===== src/rtl/bin_to_ex3_seq.sv =====
// Sequential binary-to-decimal converter (double dabble, one bit per clock)
// with a per-conversion choice of packed BCD or excess-3 output digits.
module bin_to_ex3_seq #(
  parameter int BIN_W  = 8,
  parameter int DIGITS = 3
) (
  input  logic                  clk,
  input  logic                  rst,
  input  logic                  start,
  input  logic [BIN_W-1:0]      bin_in,
  input  logic                  mode_ex3,
  output logic                  busy,
  output logic                  done,
  output logic [4*DIGITS-1:0]   dec_out,
  output logic                  ovf
);

  localparam int DW = 4 * DIGITS;
  localparam int CW = $clog2(BIN_W + 1);
  localparam logic [CW-1:0] LAST_COUNT = CW'(BIN_W);

  typedef enum logic [1:0] {
    IDLE,
    CONV,
    DONE
  } state_e;

  state_e            state_q, state_d;
  logic [BIN_W-1:0]  shift_q, shift_d;
  logic [DW-1:0]     accum_q, accum_d;
  logic [CW-1:0]     count_q, count_d;
  logic              mode_q, mode_d;
  logic              ovfAcc_q, ovfAcc_d;
  logic [DW-1:0]     decOut_q;
  logic              ovfOut_q;

  logic [DW-1:0]       corrected;
  logic [DW+BIN_W-1:0] joined;
  logic [DW-1:0]       ex3Value;

  // Each BCD digit is corrected independently; no carry crosses a digit boundary.
  function automatic logic [DW-1:0] addThreeIfBig(input logic [DW-1:0] value);
    logic [DW-1:0] result;
    result = value;
    for (int i = 0; i < DIGITS; i++) begin
      if (value[4*i +: 4] >= 4'd5) begin
        result[4*i +: 4] = value[4*i +: 4] + 4'd3;
      end
    end
    return result;
  endfunction

  function automatic logic [DW-1:0] toExcess3(input logic [DW-1:0] value);
    logic [DW-1:0] result;
    for (int i = 0; i < DIGITS; i++) begin
      result[4*i +: 4] = value[4*i +: 4] + 4'd3;
    end
    return result;
  endfunction

  always_comb begin
    corrected = addThreeIfBig(accum_q);
    joined    = {corrected, shift_q} << 1;
    ex3Value  = toExcess3(accum_q);
  end

  always_ff @(posedge clk or posedge rst) begin
    if (rst) begin
      state_q <= IDLE;
    end else begin
      state_q <= state_d;
    end
  end

  always_comb begin
    state_d = state_q;
    case (state_q)
      IDLE:    if (start) state_d = CONV;
      CONV:    if (count_q == LAST_COUNT) state_d = DONE;
      DONE:    state_d = IDLE;
      default: state_d = IDLE;
    endcase
  end

  always_comb begin
    busy = (state_q != IDLE);
    done = (state_q == DONE);
  end

  // The extra CONV cycle with count == BIN_W does no shifting; it hands off to DONE.
  always_comb begin
    shift_d  = shift_q;
    accum_d  = accum_q;
    count_d  = count_q;
    mode_d   = mode_q;
    ovfAcc_d = ovfAcc_q;
    case (state_q)
      IDLE: begin
        if (start) begin
          shift_d  = bin_in;
          accum_d  = '0;
          count_d  = '0;
          mode_d   = mode_ex3;
          ovfAcc_d = 1'b0;
        end
      end
      CONV: begin
        if (count_q != LAST_COUNT) begin
          shift_d  = joined[BIN_W-1:0];
          accum_d  = joined[DW+BIN_W-1:BIN_W];
          ovfAcc_d = ovfAcc_q | corrected[DW-1];
          count_d  = count_q + 1'b1;
        end
      end
      default: ;
    endcase
  end

  always_ff @(posedge clk or posedge rst) begin
    if (rst) begin
      shift_q  <= '0;
      accum_q  <= '0;
      count_q  <= '0;
      mode_q   <= 1'b0;
      ovfAcc_q <= 1'b0;
    end else begin
      shift_q  <= shift_d;
      accum_q  <= accum_d;
      count_q  <= count_d;
      mode_q   <= mode_d;
      ovfAcc_q <= ovfAcc_d;
    end
  end

  // Results hold through IDLE and CONV and only change on the DONE entry edge.
  always_ff @(posedge clk or posedge rst) begin
    if (rst) begin
      decOut_q <= '0;
      ovfOut_q <= 1'b0;
    end else if (state_q == CONV && state_d == DONE) begin
      decOut_q <= mode_q ? ex3Value : accum_q;
      ovfOut_q <= ovfAcc_q;
    end
  end

  assign dec_out = decOut_q;
  assign ovf     = ovfOut_q;

endmodule

===== config.mk =====
export PLATFORM = sky130hd
export DESIGN_NAME = bin_to_ex3_seq
export DESIGN_NICKNAME = d
export VERILOG_FILES = /design/src/rtl/bin_to_ex3_seq.sv
export SDC_FILE = /design/constraint.sdc
export NUM_CORES = 1
export LEC_CHECK = 0
export BUFFER_PORTS_ARGS = -buffer_cell sky130_fd_sc_hd__buf_4
export CORE_AREA = 4 4 78 80
export CTS_CLUSTER_DIAMETER = 30
export CTS_CLUSTER_SIZE = 28
export DETAILED_ROUTE_END_ITERATION = 10
export DIE_AREA = 0 0 82 84
export HOLD_SLACK_MARGIN = 0.06
export PLACE_DENSITY = 0.6
export SKIP_LAST_GASP = 1
export SYNTH_ARGS = -nofsm -noshare
export SYNTH_HDL_FRONTEND = slang
export SYNTH_SLANG_ARGS = --single-unit

===== constraint.sdc =====
create_clock -name clk -period 2.7 [get_ports clk]
set_input_delay 0.54 -clock clk [delete_from_list [all_inputs] [get_ports clk]]
set_output_delay 0.54 -clock clk [all_outputs]
set_load 0.02 [all_outputs]

==> results of run 1 <==
cells by family after synthesis:
logic type | after synthesis | synth area share [%]
simple gates | 68 | 14.43
compound gates | 50 | 15.65
flops | 41 | 50.34
buf+inv | 23 | 5.218
xor+xnor | 16 | 6.876
fa+ha+maj | 8 | 4.911
mux | 5 | 2.578
layout make-up:
type,instances,area [um^2],share of cell area [%]
Clock inverter,1,5.005,0.2100
Multi-Input combinational cell,147,905.9,38.01
Tap cell,72,90.09,3.780
Sequential cell,41,1026,43.04
Timing Repair Buffer,28,210.2,8.819
Inverter,12,50.05,2.100
Clock buffer,7,96.34,4.042
tightest hold or removal path, stage by stage:
cell   delay, ps
buf_4        110
inv_1         40
buf_4        430
flip-flops by register name, summed over array words and instances, names as in the netlist:
name / count
shift_q: 8
count_q: 4
mode_q: 1
state_q: 2
dec_out: 12
ovf: 1
accum_q: 12
ovfAcc_q: 1
worst paths after layout:
| kind | start | endpoint | slack, ps | depth (start not counted) |
|---|---|---|---|---|
| min in group clk | mode_ex3 | mode_q | 440 | 3 |
| worst min register to register | dec_out[4] | dec_out[4] | 480 | 2 |
| worst max-delay path | count_q[0] | accum_q[7] | 860 | 7 |
| worst max register to register | count_q[0] | accum_q[7] | 860 | 7 |
| max in group asynchronous | rst | accum_q[3] | 1970 | 3 |
| worst min-delay path | rst | dec_out[9] | 370 | 3 |
per-stage QoR:
stage	util (%)	cell area, um^2	instances	power [mW]
after CTS	44.10	2384	308	2.938
after detailed placement	42.22	2282	300	2.480
final	44.10	2384	308	2.893
after global placement	42.22	2282	300	2.464
after global routing	44.10	2384	308	3.170
after floorplan	-	2038	211	2.145
power groups by stage:
stage | combinational [mW] | sequential (mW) | clock, mW
global placement | 1.33 | 1.14 | 0
CTS | 1.35 | 1.13 | 0.460
global route | 1.52 | 1.17 | 0.483
floorplan | 0.998 | 1.15 | 0
finish | 1.32 | 1.13 | 0.443
detailed placement | 1.33 | 1.15 | 0
routing by layer:
layer	GRT usage (%)	share of wire, %	wire, um
met5	0	0	0
met3	3.348	5.2	198
met4	4.834	1.7	64
met2	18.07	44	1653
met1	16.60	49	1864
cell usage after synthesis (5+ instances only):
| cell type | number |
|---|---|
| o21ai_1 | 6 |
| o21ai_0 | 17 |
| nand2_1 | 41 |
| ha_1 | 8 |
| nor2_1 | 11 |
| nor2b_1 | 5 |
| nand2b_1 | 5 |
| a31oi_1 | 7 |
| inv_1 | 11 |
| clkbuf_1 | 6 |
| dfrtp_1 | 41 |
| xor2_1 | 7 |
| xnor2_1 | 9 |
==> metrics.md, run 1 <==
| Metric | Value |
|---|---|
| Outcome | `completed` |
| Fin. Hold Viols | `0` |
| Post-synth top area share | `50.34%` |
| Total of fill cells in the finished design | `559` |
| Total Wirelength | `3782 um` |
| Seq cells post-synth | `41` |
| Min cycle time layout | `1836 ps` |
| Num ports | `27` |
| CP required | `2890 ps` |
| DPL Wire Length | `2615 um` |
| Crit path launch type | `flip-flop` |
| Post-Syn Area per Cell | `9.660 um^2` |
| Worst-path fanout max | `24` |
| Sw Ratio | `40.82%` |
| Mapped Area | `2038 um^2` |
| Die width | `82 um` |
| Clock Path Buffers | `2` |
| RSZ-0062 raised after global routing | `false` |
| Number of distinct library cells after synthesis | `33` |
| Gr usage total | `12.18%` |
| First-pass GRT wire length | `6499 um` |
| Peak supply drop | `0.4736 mV` |
| Worst Setup End Kind | `flip-flop` |
| Syn_nets | `231` |
| Total grt overflow | `0` |
| Cell taking the most area after synthesis | `dfrtp_1` |
| Port bufs | `26` |
| Hold bufs inserted after CTS | `0` |
| Hold Crit Class | `primary input to asynchronous set/reset pin` |
| Max-slew violation count | `0` |
| Post-CTS setup buffer count | `0` |
| Top post-synthesis cells by area | `dfrtp_1 50%, nand2_1 7.6%, ha_1 4.9%` |
| Vias in the first global route | `1411` |
| First drt pass iteration count | `4` |
| Ys async rst share | `100.0%` |
| Setup_tns | `0 ps` |
| Share of cells above drive strength 1 | `16.95%` |
| Post-cts gate resize count | `0` |
| Die Span Y | `84 um` |
| DRC viols | `0` |
| DR iter-0 viols | `42` |
| CTS sink count | `41` |
| Most frequent cells in the layout | `41 x nand2_1, 41 x dfrtp_1, 28 x buf_4, 17 x o21ai_0` |
| Worst Tran Pin Value | `624.9 ps` |
| Slew HR | `58.25%` |
| Internal power | `1.712 mW` |
| CTS tree | `yes` |
| Post-synthesis sequential area ratio | `50.34%` |
| Syn Inst Count | `211` |
| # rows | `27` |
| Max Cap Viol | `0` |
| Most used DFF post-synth | `dfrtp_1` |
| Wire per inst | `12.28 um` |
| Antenna cells | `0` |
| Post-synth EDFFs | `0` |
| Warning count from the yosys run | `0` |
| Antenna Violating Nets Remaining | `0` |
| Clk Latency, worst-skew pair | `290 ps` |
| Worst setup margin | `864.2 ps` |
| Clk slew on worst S/H paths | `80 ps` |
| PwrDens | `1214 nW/um^2` |
| Setup violations, final | `0` |
| Num CTS Buffers | `5` |
| Fin nets | `255` |
| GPL Wtd Cong | `0.7463` |
| Clock Skew | `4.933 ps` |
| Net load switching power | `1.181 mW` |
| Clk pwr share | `15.3%` |
| Via count | `1461` |
| Slowest cell on crit path | `dfrtp_1` |
| Largest net degree at the start of global routing | `42` |
| Fin crit share | `67.99%` |
| Final Hold Slack | `374.8 ps` |
| H-tree depth | `2` |
| Effective utilization at floorplan | `37.71%` |
| Static leakage | `1.123 nW` |
| P&R area growth vs syn | `16.94%` |
| Core area | `5405 um^2` |
| Highest Clock Rate | `544.7 MHz` |
| Root Driver | `clkbuf_8` |
| Crit path DAT | `2020 ps` |
| Buffers and inverters on the worst path | `2` |
| Seq pwr share | `39.1%` |
| Max incr delay on CP | `420 ps` |
| Vias per inst | `4.744` |
| Combinational share of power | `45.6%` |
| Critical path class | `flip-flop to flip-flop` |
| Initial antenna violation count | `0` |
| Die area | `6888 um^2` |
| CP Cell Sequence | `inv_1 -> ha_1 -> and3b_1 -> a211o_4 -> clkinv_4 -> o31ai_1 -> a32o_1` |
| Placement Setup Slack | `875.4 ps` |
| Family with the most delay on the worst path | `compound AO/OA/AOI/OAI gates` |
No activity file was read; power rests on OpenSTA's default activity.
==> inputs of run 2 (changes only) <==
Clock period 2.7 ns to 1.8 ns, I/O delays scaled along.
==> run 2 against run 1 <==
Against the previous run:
- die area stayed put
- via count is 4.5% higher
- sequential share of layout area is 3.1 points lower
- clock skew is 2.7 ps higher
- combinational power is 81% higher
- clock power is 67% higher
- clock-buffer cell count is 2 lower
- largest power group unchanged
==> metrics.md, run 2 (same netlist as run 1, synthesis figures left out) <==
| Metric | Value |
|---|---|
| Die width | `82 um` |
| Clk Latency, worst-skew pair | `290 ps` |
| Register Area | `1026 um^2` |
| PwrDens | `1882 nW/um^2` |
| Max-slew violation count | `0` |
| Port bufs | `26` |
| Slew HR | `64.63%` |
| FF-to-FF Start | `count_q[0]` |
| Total of fill cells in the finished design | `545` |
| Crit path launch type | `flip-flop` |
| Num CTS Buffers | `5` |
| Worst Setup End Kind | `flip-flop` |
| DR iter-0 viols | `67` |
| Worst Tran Pin Value | `530.5 ps` |
| Fin nets | `268` |
| Setup violations, final | `0` |
| Family with the most delay on the worst path | `compound AO/OA/AOI/OAI gates` |
| H-tree depth | `2` |
| DRC viols | `0` |
| DPL Wire Length | `2750 um` |
| Effective utilization at floorplan | `37.71%` |
| Share of cells above drive strength 1 | `23.69%` |
| Outcome | `completed` |
| Hold Crit Class | `primary input to asynchronous set/reset pin` |
| Buffers and inverters on the worst path | `3` |
| Largest net degree at the start of global routing | `42` |
| Fin. Hold Viols | `0` |
| Gr usage total | `12.66%` |
| Crit path DAT | `1930 ps` |
| Peak supply drop | `0.6984 mV` |
| Max Cap Viol | `0` |
| Setup_tns | `0 ps` |
| First-pass GRT wire length | `6755 um` |
| Critical path class | `flip-flop to flip-flop` |
| Design Area, Final | `2570 um^2` |
| Wire per inst | `12.36 um` |
| Total grt overflow | `0` |
| Worst setup margin | `84.42 ps` |
| Vias in the first global route | `1449` |
| P&R area growth vs syn | `26.09%` |
| Clock Path Buffers | `2` |
| Most frequent cells in the layout | `41 x nand2_1, 41 x dfrtp_1, 38 x buf_4, 16 x o21ai_0, 11 x inv_1` |
| Num ports | `27` |
| Clk slew on worst S/H paths | `80 ps` |
| Antenna Violating Nets Remaining | `0` |
| Vias per inst | `4.757` |
| Initial antenna violation count | `0` |
| Root Driver | `clkbuf_8` |
| GPL Wtd Cong | `0.7281` |
| Antenna cells | `0` |
| CP required | `2010 ps` |
| Via count | `1527` |
| Tot Pwr | `4.837 mW` |
| Worst reg-to-reg path cell count | `8` |
| CTS sink count | `41` |
| Total Wirelength | `3966 um` |
| Core area | `5405 um^2` |
| Fin crit share | `95.31%` |
| Worst-path fanout max | `8` |
| Clock Skew | `7.671 ps` |
| CP Cell Sequence | `inv_1 -> ha_2 -> and3b_2 -> a211o_4 -> inv_8 -> buf_12 -> nor2_1 -> a31oi_1` |
| Highest Clock Rate | `582.9 MHz` |
| CTS tree | `yes` |
| Min cycle time layout | `1716 ps` |
| # rows | `27` |
| First drt pass iteration count | `4` |
| CP Depth | `8` |
| Die Span Y | `84 um` |
| Fin util | `47.55%` |
| FF-to-FF setup slack | `80 ps` |
| Die area | `6888 um^2` |
| Multi-input gate area | `930.9 um^2` |
| Placement Setup Slack | `50.21 ps` |
| Max incr delay on CP | `400 ps` |
| Static leakage | `1.209 nW` |
| Post-DP Area | `2332 um^2` |
| Worst Setup SP | `count_q[0]` |
| Slowest cell on crit path | `dfrtp_1` |
## run 2: worst paths after layout
kind,endpoint
worst max register to register,shift_q[3]
worst max-delay path,shift_q[3]
min in group clk,mode_q
worst min register to register,dec_out[6]
max in group asynchronous,count_q[3]
worst min-delay path,dec_out[9]
## run 2: power by group
group | leakage (nW) | total, mW | switching (mW) | internal, mW
combinational | 0.640 | 2.39 | 1.20 | 1.19
clock | 0.0543 | 0.741 | 0.326 | 0.415
sequential | 0.515 | 1.71 | 0.378 | 1.33
## run 2: layout make-up
| type | instances | area share [%] |
|---|---|---|
| clock buffers | 5 | 2.678 |
| clock inverters | 3 | 1.801 |
| inverters | 12 | 2.045 |
| multi-input cells | 147 | 36.22 |
| flip-flops and latches | 41 | 39.92 |
| well taps | 72 | 3.505 |
| repair buffers | 41 | 13.83 |
## run 2: per-layer routing
metal	vias to the layer above	track usage, %	share of wire, %
li1	781	-	-
met1	709	16.79	49
met2	32	19.47	45
met3	5	3.564	4.7
met4	0	4.532	1.6
met5	-	0	0
## run 2: tightest hold or removal path: cells and delay by family
family / cells / cell delay [ps]
buffers and inverters: 3 / 570
## run 2: metrics by stage
stage,hold slack (ps),instances
after CTS,200.4,313
after global routing,236.9,321
after global placement,462.3,305
after floorplan,456.3,211
final,192.8,321
after detailed placement,472.1,305
## run 2: what timing repair did
item                                    in CTS  in global routing
hold buffers                                 0                  0
gates resized for setup                      0                  9
setup buffers                                0                  6
hold endpoints to repair                     0                  0
endpoints found under the setup margin       0                 10
